[config.mk]
export PLATFORM = sky130hd
export DESIGN_NAME = padovan_next
export DESIGN_NICKNAME = d
export VERILOG_FILES = /design/src/rtl/padovan_pkg.sv /design/src/rtl/padovan_next.sv
export SDC_FILE = /design/constraint.sdc
export NUM_CORES = 1
export LEC_CHECK = 0
export CELL_PAD_IN_SITES_DETAIL_PLACEMENT = 0
export CELL_PAD_IN_SITES_GLOBAL_PLACEMENT = 1
export CORE_MARGIN = 10
export CORE_UTILIZATION = 47
export DETAILED_ROUTE_END_ITERATION = 16
export GPL_ROUTABILITY_DRIVEN = 0
export GPL_TIMING_DRIVEN = 0
export MAX_ROUTING_LAYER = met4
export PLACE_DENSITY_LB_ADDON = 0.08
export SYNTH_ARGS = -nofsm -noshare
export SYNTH_HDL_FRONTEND = slang
export SYNTH_SLANG_ARGS = --single-unit
[constraint.sdc]
create_clock -name clk -period 5.4 [get_ports clk]
set_input_delay 0.81 -clock clk [delete_from_list [all_inputs] [get_ports clk]]
set_output_delay 0.81 -clock clk [all_outputs]
set_load 0.01 [all_outputs]
[src/rtl/padovan_pkg.sv]
// Shared definitions for the Padovan generator / checker pair.
package padovan_pkg;

  // Checker tracking state: TRACK accepts terms, END stops once the next term would overflow.
  typedef enum logic {
    TRACK = 1'b0,
    END   = 1'b1
  } state_e;

  // Value of the first SEED_TERMS terms of the sequence.
  localparam int SEED       = 1;
  localparam int SEED_TERMS = 3;

endpackage

[src/rtl/padovan_next.sv]
// Expected-term tracker: holds the last three expected terms and the term index,
// produces the expected value for the current index and flags when the term after
// it no longer fits in W bits.
module padovan_next
  import padovan_pkg::*;
#(
  parameter int W     = 16,
  parameter int IDX_W = 16
) (
  input  logic             clk,
  input  logic             rst,
  input  logic             i_restart,
  input  logic             i_advance,
  output logic [W-1:0]     o_exp,
  output logic             o_ovf,
  output logic [IDX_W-1:0] o_idx
);

  localparam logic [W-1:0]     L_SEED       = W'(SEED);
  localparam logic [IDX_W-1:0] L_SEED_TERMS = IDX_W'(SEED_TERMS);
  localparam logic [IDX_W-1:0] L_IDX_MAX    = '1;

  // r_p1 is the most recent expected term, r_p3 the oldest of the three.
  logic [W-1:0]     r_p1;
  logic [W-1:0]     r_p2;
  logic [W-1:0]     r_p3;
  logic [IDX_W-1:0] r_idx;

  logic [W-1:0]     w_sum;

  // The history holds expected values only, so a bad received term never pollutes later checks.
  assign w_sum = r_p2 + r_p3;
  assign o_exp = (r_idx < L_SEED_TERMS) ? L_SEED : w_sum;
  assign o_idx = r_idx;

  // The term after the current one is r_p1 + r_p2. Its (W+1)-bit sum carries exactly
  // when r_p1 exceeds (2^W-1) - r_p2, which is ~r_p2, so the carry is taken from a compare.
  // For the seed indices this sum is 2, which cannot carry for W >= 2.
  assign o_ovf = (r_p1 > ~r_p2);

  // Shift the expected history on every accepted term; index saturates instead of wrapping.
  always_ff @(posedge clk) begin
    if (rst || i_restart) begin
      r_p1  <= L_SEED;
      r_p2  <= L_SEED;
      r_p3  <= L_SEED;
      r_idx <= '0;
    end else if (i_advance) begin
      r_p3 <= r_p2;
      r_p2 <= r_p1;
      r_p1 <= o_exp;
      if (r_idx != L_IDX_MAX) begin
        r_idx <= r_idx + 1'b1;
      end
    end
  end

endmodule

==> results, run 1 <==
- The initial utilization of the core area, before any placement, comes to 0.4894.
- The first global-routing pass estimated 15,870 um of wire.
- For this run, the share of the core covered by cells in the final layout is 0.5737.
- The clock latency on the worst-skew pair is 350 ps.
- sky130_fd_sc_hd__dfxtp_1 takes more of the synthesized area than any other cell.
- The start point of the critical path is r_p2[2].
- The largest vdd supply drop is 0.09673 mV.
- Entering global routing, the biggest net connects 11 pins.
- The post-detailed-route count of antenna-violating nets is 0.
- The mean post-synth cell area is 8.825 um2.
- Across every metal layer, demand over resource in global routing totals 0.1731.
- The synthesized netlist net count is 470.
- The count of maximum capacitance violations is 0.
- Buffers inserted during clock tree synthesis total 9.
- Ranked by instance count, the synthesized netlist is headed by 70 x sky130_fd_sc_hd__nor2_1, 64 x sky130_fd_sc_hd__dfxtp_1, 37 x sky130_fd_sc_hd__mux2i_1.
- The clock passes through at most 2 buffers.
- The floorplan has 32 rows.
- The cts-stage hold buffer count is 0.
- The per-cell routed wire length is 16.41 um.
- The number of DRC markers in iteration 0 is 104.
- The post-CTS setup-driven buffer insertion count is 0.
- The origin of the critical flop-to-flop path is r_p2[2].
- The number of distinct standard cells referenced by the synthesized netlist is 64.
- The via-per-instance ratio is 5.474.
- The worst path required time is 4590 ps.
- Synthesis inferred 64 register bits.
- The floorplan die height is 110.2 um.
- The number of hold violations in the final report is 0.
- Summed over all failing endpoints, the final setup total negative slack is 0 ps.
- Setup repair after global routing left no endpoint under its margin.
- The die is 110.2 um wide.
- 37 I/O pins were placed.
- The netlist area before placement is 3821 um2.
- In this run the most critical hold path is launched from r_p3[0].
- STA classifies the critical path startpoint as a register.
- The power per standard cell area is 202.3 nW/um2.
- By area the synthesized netlist is led by sky130_fd_sc_hd__dfxtp_1 34%, sky130_fd_sc_hd__ha_1 10%, sky130_fd_sc_hd__mux2i_1 9.7%, sky130_fd_sc_hd__nor2_1 6.9%, sky130_fd_sc_hd__xor2_1 3.2%.
- The transition at the pin with the smallest max-transition slack is 938.3 ps.
- The final setup skew is 8.158 ps.
- Of the synthesized area, sequential elements account for 0.3353.
- Clock tree synthesis selected as its root buffer the cell sky130_fd_sc_hd__clkbuf_8.
- The most frequently used cell type in the post-synthesis netlist is sky130_fd_sc_hd__nor2_1.
- For the worst setup path, the data arrival time is 2910 ps.
- The path class of the lowest-slack min-delay path is reg2reg.
- The half-perimeter wire length of the detailed placement result is 7208 um.
- The overall via count from detail_route is 3,208.
- The region available for standard cell placement spans 7807 um2.
- The proportion of synthesized flip-flops having asynchronous set or reset is 0.
- In the synthesized netlist the dominant register cell turns out to be sky130_fd_sc_hd__dfxtp_1.
- The share of the synthesized area in the top cell type is 0.3353.
- For this design the static power due to leakage is 1.874 nW.
- The number of warnings printed during yosys synthesis is 0.
- The clock sink total is 64.
- The flow ran to the end, and the final reports show no timing, DRC or antenna violations.
- TritonCTS built the clock tree.
- 0 antenna diodes ended up in the layout.
- The number of flops mapped to enable cells by yosys is 0.
- In this run the number of H-tree levels came out at 3.
- The minimum clock period is 3717 ps.
- The die covers 12,140 um2.
- The ratio of final minimum period to clock period is 0.6884.
- The highest fanout seen on the critical path is 4.
- The max-slew violation total from the final report came to 0.
- The number of global-route vias before repair is 3,157.
- The critical path in this run is classified as reg2out.
- The number of instances in the synthesized netlist is 433.
- The number of endpoints failing setup at the final stage is 0.
- Port buffering added 35 buffers.
- The overall routed net length is 9616 um.
- In the final layout, the share of cells above drive strength 1 is 0.09504.
- Derived from the worst setup path, the maximum achievable clock frequency is 269.0 MHz.
- The count of instances resized after the clock tree is built is 0.
- The initial antenna violation count is 0.
- The number of nets in the layout is 516.
- STA classifies the critical path endpoint as a primary output.
- The design draws 906.3 uW.
- After clock tree synthesis, the clock-pin slew on the worst setup and hold paths is 70 ps.
- Before antenna repair, the detailed router went through 4 iterations.
- For this run, design rule violations remaining after detail routing come to 0.
- The total overflow reported by the global router is 0.
- The area added between synthesis and finish is 17.22%.
- Headroom to the max-slew limit came out at 0.3745.
- The number of filler instances in the final layout is 726.
per-layer routing:
metal | routed length (um) | track usage | up-vias
met5 | 0 | - | -
met4 | 103 | 0.07706 | 0
met3 | 375 | 0.03076 | 7
met2 | 4278 | 0.2595 | 58
met1 | 4859 | 0.2229 | 1500
li1 | - | - | 1643
through the flow:
| stage | instances | worst slack (ps) | hold WS, ps | cell area [um2] |
|---|---|---|---|---|
| 3_3_place_gp | 570 | 2089 | 457.8 | 4299 |
| 3_5_place_dp | 570 | 2062 | 469.7 | 4299 |
| 2_1_floorplan | 433 | 2830 | 442.5 | 3821 |
| 6_report | 586 | 1683 | 482.4 | 4479 |
| 4_1_cts | 586 | 1665 | 483.3 | 4479 |
| 5_1_grt | 586 | 1522 | 511.6 | 4479 |
cell usage in the layout (no fill, tap or decap), types with 4 or more instances in the layout:
master,instances
sky130_fd_sc_hd__nor2_1,70
sky130_fd_sc_hd__dfxtp_1,64
sky130_fd_sc_hd__mux2i_1,37
sky130_fd_sc_hd__clkdlybuf4s50_1,35
sky130_fd_sc_hd__nand2_1,32
sky130_fd_sc_hd__ha_1,32
sky130_fd_sc_hd__a21oi_1,19
sky130_fd_sc_hd__o21ai_0,17
sky130_fd_sc_hd__xor2_1,14
sky130_fd_sc_hd__inv_1,13
sky130_fd_sc_hd__clkbuf_1,13
sky130_fd_sc_hd__nand4_1,10
sky130_fd_sc_hd__xnor2_1,10
sky130_fd_sc_hd__nand3_1,9
sky130_fd_sc_hd__clkbuf_8,9
sky130_fd_sc_hd__a21o_1,8
sky130_fd_sc_hd__nor3_1,7
sky130_fd_sc_hd__and3_2,4
sky130_fd_sc_hd__nor2b_1,4
logic make-up after synthesis:
logic type / Yosys count / synth area share
AND/OR/NAND/NOR: 165 / 0.2168
AO/OA/AOI/OAI: 81 / 0.1496
flip-flops: 64 / 0.3353
multiplexers: 37 / 0.09692
adder cells (fa/ha/maj): 33 / 0.1100
buffers and inverters: 29 / 0.03634
XOR/XNOR: 24 / 0.05501
power by group:
group	internal [mW]	switching, mW
Sequential	0.473	0.000883
Combinational	0.0130	0.0238
Clock	0.211	0.184
Total	0.697	0.209
worst paths after layout:
path	end	slack, ps	depth (start not counted)
max	o_exp[12]	1680	8
min	r_p3[0]	480	2
max reg2reg	r_p1[12]	3200	7
min reg2reg	r_p3[0]	480	2
final cells by class:
type	count	area, um2	share of cell area
multi-input combinational	340	2401	0.5360
sequential	64	1281	0.2860
timing repair buffer	35	350.3	0.07821
clock buffer	12	135.1	0.03017
tap	102	127.6	0.02849
buffer	16	90.09	0.02011
inverter	13	48.80	0.01089
clock inverter	4	45.04	0.01006
sequential cells by signal (all words and copies together), names as in the netlist:
name   flops
o_idx     16
r_p3      16
r_p1      16
r_p2      16
worst max-delay path, cell delays in order (launching register included):
cell and delay, ps:
sky130_fd_sc_hd__dfxtp_1 350, sky130_fd_sc_hd__ha_1 350, sky130_fd_sc_hd__nor2b_1 180, sky130_fd_sc_hd__o31a_1 290, sky130_fd_sc_hd__o31ai_1 410, sky130_fd_sc_hd__o21ai_1 160, sky130_fd_sc_hd__xnor2_1 170, sky130_fd_sc_hd__nor2_1 100
sky130_fd_sc_hd__clkdlybuf4s50_1 540
(Power assumes the default switching activity.)
==> run 2, diff against run 1 <==
--- a/config.mk
+++ b/config.mk
@@ -8,7 +8,7 @@
 export CELL_PAD_IN_SITES_DETAIL_PLACEMENT = 0
 export CELL_PAD_IN_SITES_GLOBAL_PLACEMENT = 1
 export CORE_MARGIN = 10
-export CORE_UTILIZATION = 47
+export CORE_UTILIZATION = 44
 export DETAILED_ROUTE_END_ITERATION = 16
 export GPL_ROUTABILITY_DRIVEN = 0
 export GPL_TIMING_DRIVEN = 0
==> constraint.sdc (replaced) <==
create_clock -name clk -period 3.5 [get_ports clk]
set_input_delay 0.525 -clock clk [delete_from_list [all_inputs] [get_ports clk]]
set_output_delay 0.525 -clock clk [all_outputs]
set_load 0.01 [all_outputs]
==> run 2 against run 1 <==
  * Non-clock buffer count increased by 2
  * Critical path depth is the same
  * Sequential cell count stayed put
  * Highest routed layer unchanged
  * Sequential share of layout area shrank 0.40 points
  * Core utilization decreased by 2.9 points
==> results, run 2 (synthesized netlist as in run 1, its figures left out) <==
- The met3 track demand over resource is 0.03698.
- From synthesis to final layout, the design area changed by 18.99%.
- The worst path needs 3351 ps of the cycle, external delays included.
- The root buffer cell chosen for the clock tree is sky130_fd_sc_hd__clkbuf_8.
- The post-CTS clock slew at the launch and capture registers of the worst setup and hold paths is 80 ps.
- The number of optimization iterations in the first detailed-route pass is 4.
- The placement row count is 33.
- Dividing total power by cell area gives a power density of 313.8 nW/um2.
- The logic depth of the worst register-to-register path is 8.
- Traced cell by cell, the critical path runs through ha_1, a21o_1, a21oi_2, a21oi_2, o31ai_2, nand3_1, a21oi_1, clkdlybuf4s50_1.
- Adding up every negative setup slack in the final design gives 0 ps.
- The upper clock frequency limit is 298.4 MHz.
- Of all nets on the critical path, the largest fanout is 5.
- The most congested layer reported by global routing is met2.
- The most common cell after layout, fill and taps aside is sky130_fd_sc_hd__nor2_1.
- The ratio of final minimum period to clock period is 0.9574.
- The top cell types in the final layout, fill and taps aside, are 70 x sky130_fd_sc_hd__nor2_1, 63 x sky130_fd_sc_hd__dfxtp_1, 37 x sky130_fd_sc_hd__mux2i_1, 33 x sky130_fd_sc_hd__clkdlybuf4s50_1.
- Hold timing on the final database bottoms out at a slack of 477.9 ps.
- The path class of the lowest-slack min-delay path is reg2reg.
- Summed over all cells, the static leakage comes to 1.911 nW.
- STA classifies the critical path endpoint as a primary output.
- The number of hold violations in the final report is 0.
- The half-perimeter wire length of the detailed placement result is 7347 um.
- The final setup skew is 9.120 ps.
- The critical path crosses 8 cells after its start point.
- For met1 alone, demand over resource in global routing was 0.1951.
- The die footprint is 12,810 um2.
- The cell class contributing the biggest share of worst-path delay is compound AO/OA/AOI/OAI gates.
- The global-route wire length before repair is 16,130 um.
- The clock latency on the worst-skew pair is 350 ps.
- Setup repair after global routing could not meet its margin everywhere.
- The kind of start point of the critical path is a register.
- The number of global-route vias before repair is 3,186.
- Along the worst hold path, the cell count comes to 2.
- The count of maximum capacitance violations is 0.
- The delay contributed by the slowest stage of the critical path is 570 ps.
- The number of cells after detailed placement is 573.
- The initial utilization of the core area, before any placement, comes to 0.4581.
- TritonCTS built the clock tree.
- The overall via count from detail_route is 3,225.
- In the final layout, the share of cells above drive strength 1 is 0.1152.
- The global-route usage over all layers is 0.1599.
- In this run the deepest clock path goes through 2 buffers.
- Counting every sink on the clock net gives 64.
- The number of DRC markers in iteration 0 is 115.
- The DRC violations left is 0.
- The die is 113.2 um tall.
- The final total power is 1.427 mW.
- The number of filler instances in the final layout is 821.
- The per-cell routed wire length is 16.69 um.
- The number of CTS-inserted buffers is 9.
- The sequential cells in the finished layout cover a total of 1282 um2.
- During placement, the flow inserted port buffers numbering 35.
- The count of antenna diodes in the layout is 0.
- The data arrival time of the worst path is 2830 ps.
- For this run, the post-layout net count is 518.
- The initial antenna violation count is 0.
- Once detail routing completed, the nets flagged for antenna violations numbered 0.
- The max-slew violation total from the final report is 0.
- The overall routed net length is 9862 um.
- The flow ran to the end, and the final reports show no timing, DRC or antenna violations.
- The deepest level of the CTS H-tree is 3.
- Excluding fillers, the count of instances in the completed layout stands at 591.
- The largest vdd supply drop is 0.1966 mV.
- Among all stages on the critical path, the largest delay is contributed by sky130_fd_sc_hd__clkdlybuf4s50_1.
- After floorplanning, the core was sized to cover 8341 um2.
- The cts-stage hold buffer count is 0.
- Summed over all layers, the global routing overflow is 0.
- The number of endpoints failing setup at the final stage is 0.
- Summing all multi-input logic gate instances after layout gives 2427 um2.
- The setup path with the least slack is of type reg2out.
- The transition at the pin with the smallest max-transition slack is 930.1 ps.
- The pin count of the biggest net entering global routing is 13.
- The max-slew headroom at the worst pin is 0.3800.
- The via-per-instance ratio is 5.457.
- The cell that appears most often on the critical path is sky130_fd_sc_hd__a21oi_2.
- The met2 usage in global routing is 0.2442.
- The number of placed I/O pins is 37.
- From left edge to right edge, the die measures 113.2 um.
- The buffering stage count on the worst path with inverters included is 1.
- The worst path required time is 2970 ps.
-- run 2: cell count changes in the layout (fill, tap and decap cells not counted), sizes merged --
cell,previous run,this run
clkinvlp,0,2
clkdlybuf4s50,35,33
dlymetal6s2s,0,2
buf,5,7
clkbuf,23,20
clkinv,3,4
-- run 2: worst paths after layout --
path | startpoint | end | slack (ps)
worst min-delay path | r_p1[12] | r_p1[12] | 480
worst max register to register | r_p2[2] | r_p1[14] | 1260
worst min register to register | r_p1[12] | r_p1[12] | 480
worst max-delay path | r_p2[3] | o_exp[15] | 150
-- run 2: final cells by class --
type,count,area share
sequential,64,0.2821
tap,105,0.02889
multi-input combinational,340,0.5338
clock inverter,7,0.01596
timing repair buffer,37,0.08145
buffer,16,0.01981
clock buffer,9,0.02724
inverter,13,0.01073
-- run 2: report_power, final --
part	switching (mW)	internal (mW)
logic	0.0373	0.0199
registers	0.00135	0.729
clock network	0.311	0.328
total	0.350	1.08
-- run 2: what timing repair did --
action	4_1_cts	5_1_grt
setup endpoints to repair	0	5
setup buffers	0	2
gates resized for setup	0	9
-- run 2: worst reg2reg max path, cell delays in order (launching register included) --
cell and delay (ps):
sky130_fd_sc_hd__dfxtp_2 350, sky130_fd_sc_hd__ha_1 340, sky130_fd_sc_hd__nor2b_2 190, sky130_fd_sc_hd__o31a_1 370
sky130_fd_sc_hd__buf_4 170, sky130_fd_sc_hd__o311ai_2 250, sky130_fd_sc_hd__nand4_1 150, sky130_fd_sc_hd__xnor2_1 200
sky130_fd_sc_hd__o21ai_0 110
-- run 2: per-layer routing --
layer,vias to the layer above,wire length [um]
met2,47,4544
met3,20,382
met5,-,0
li1,1650,-
met4,0,267
met1,1508,4667
-- run 2: metrics by stage --
stage	utilization	cell area, um2	worst slack (ps)
final	0.5452	4547	149.2
after global placement	0.5159	4303	482.1
after floorplan	-	3821	1215
after global routing	0.5452	4547	-33.27
after CTS	0.5395	4499	72.52
after detailed placement	0.5159	4303	474.0
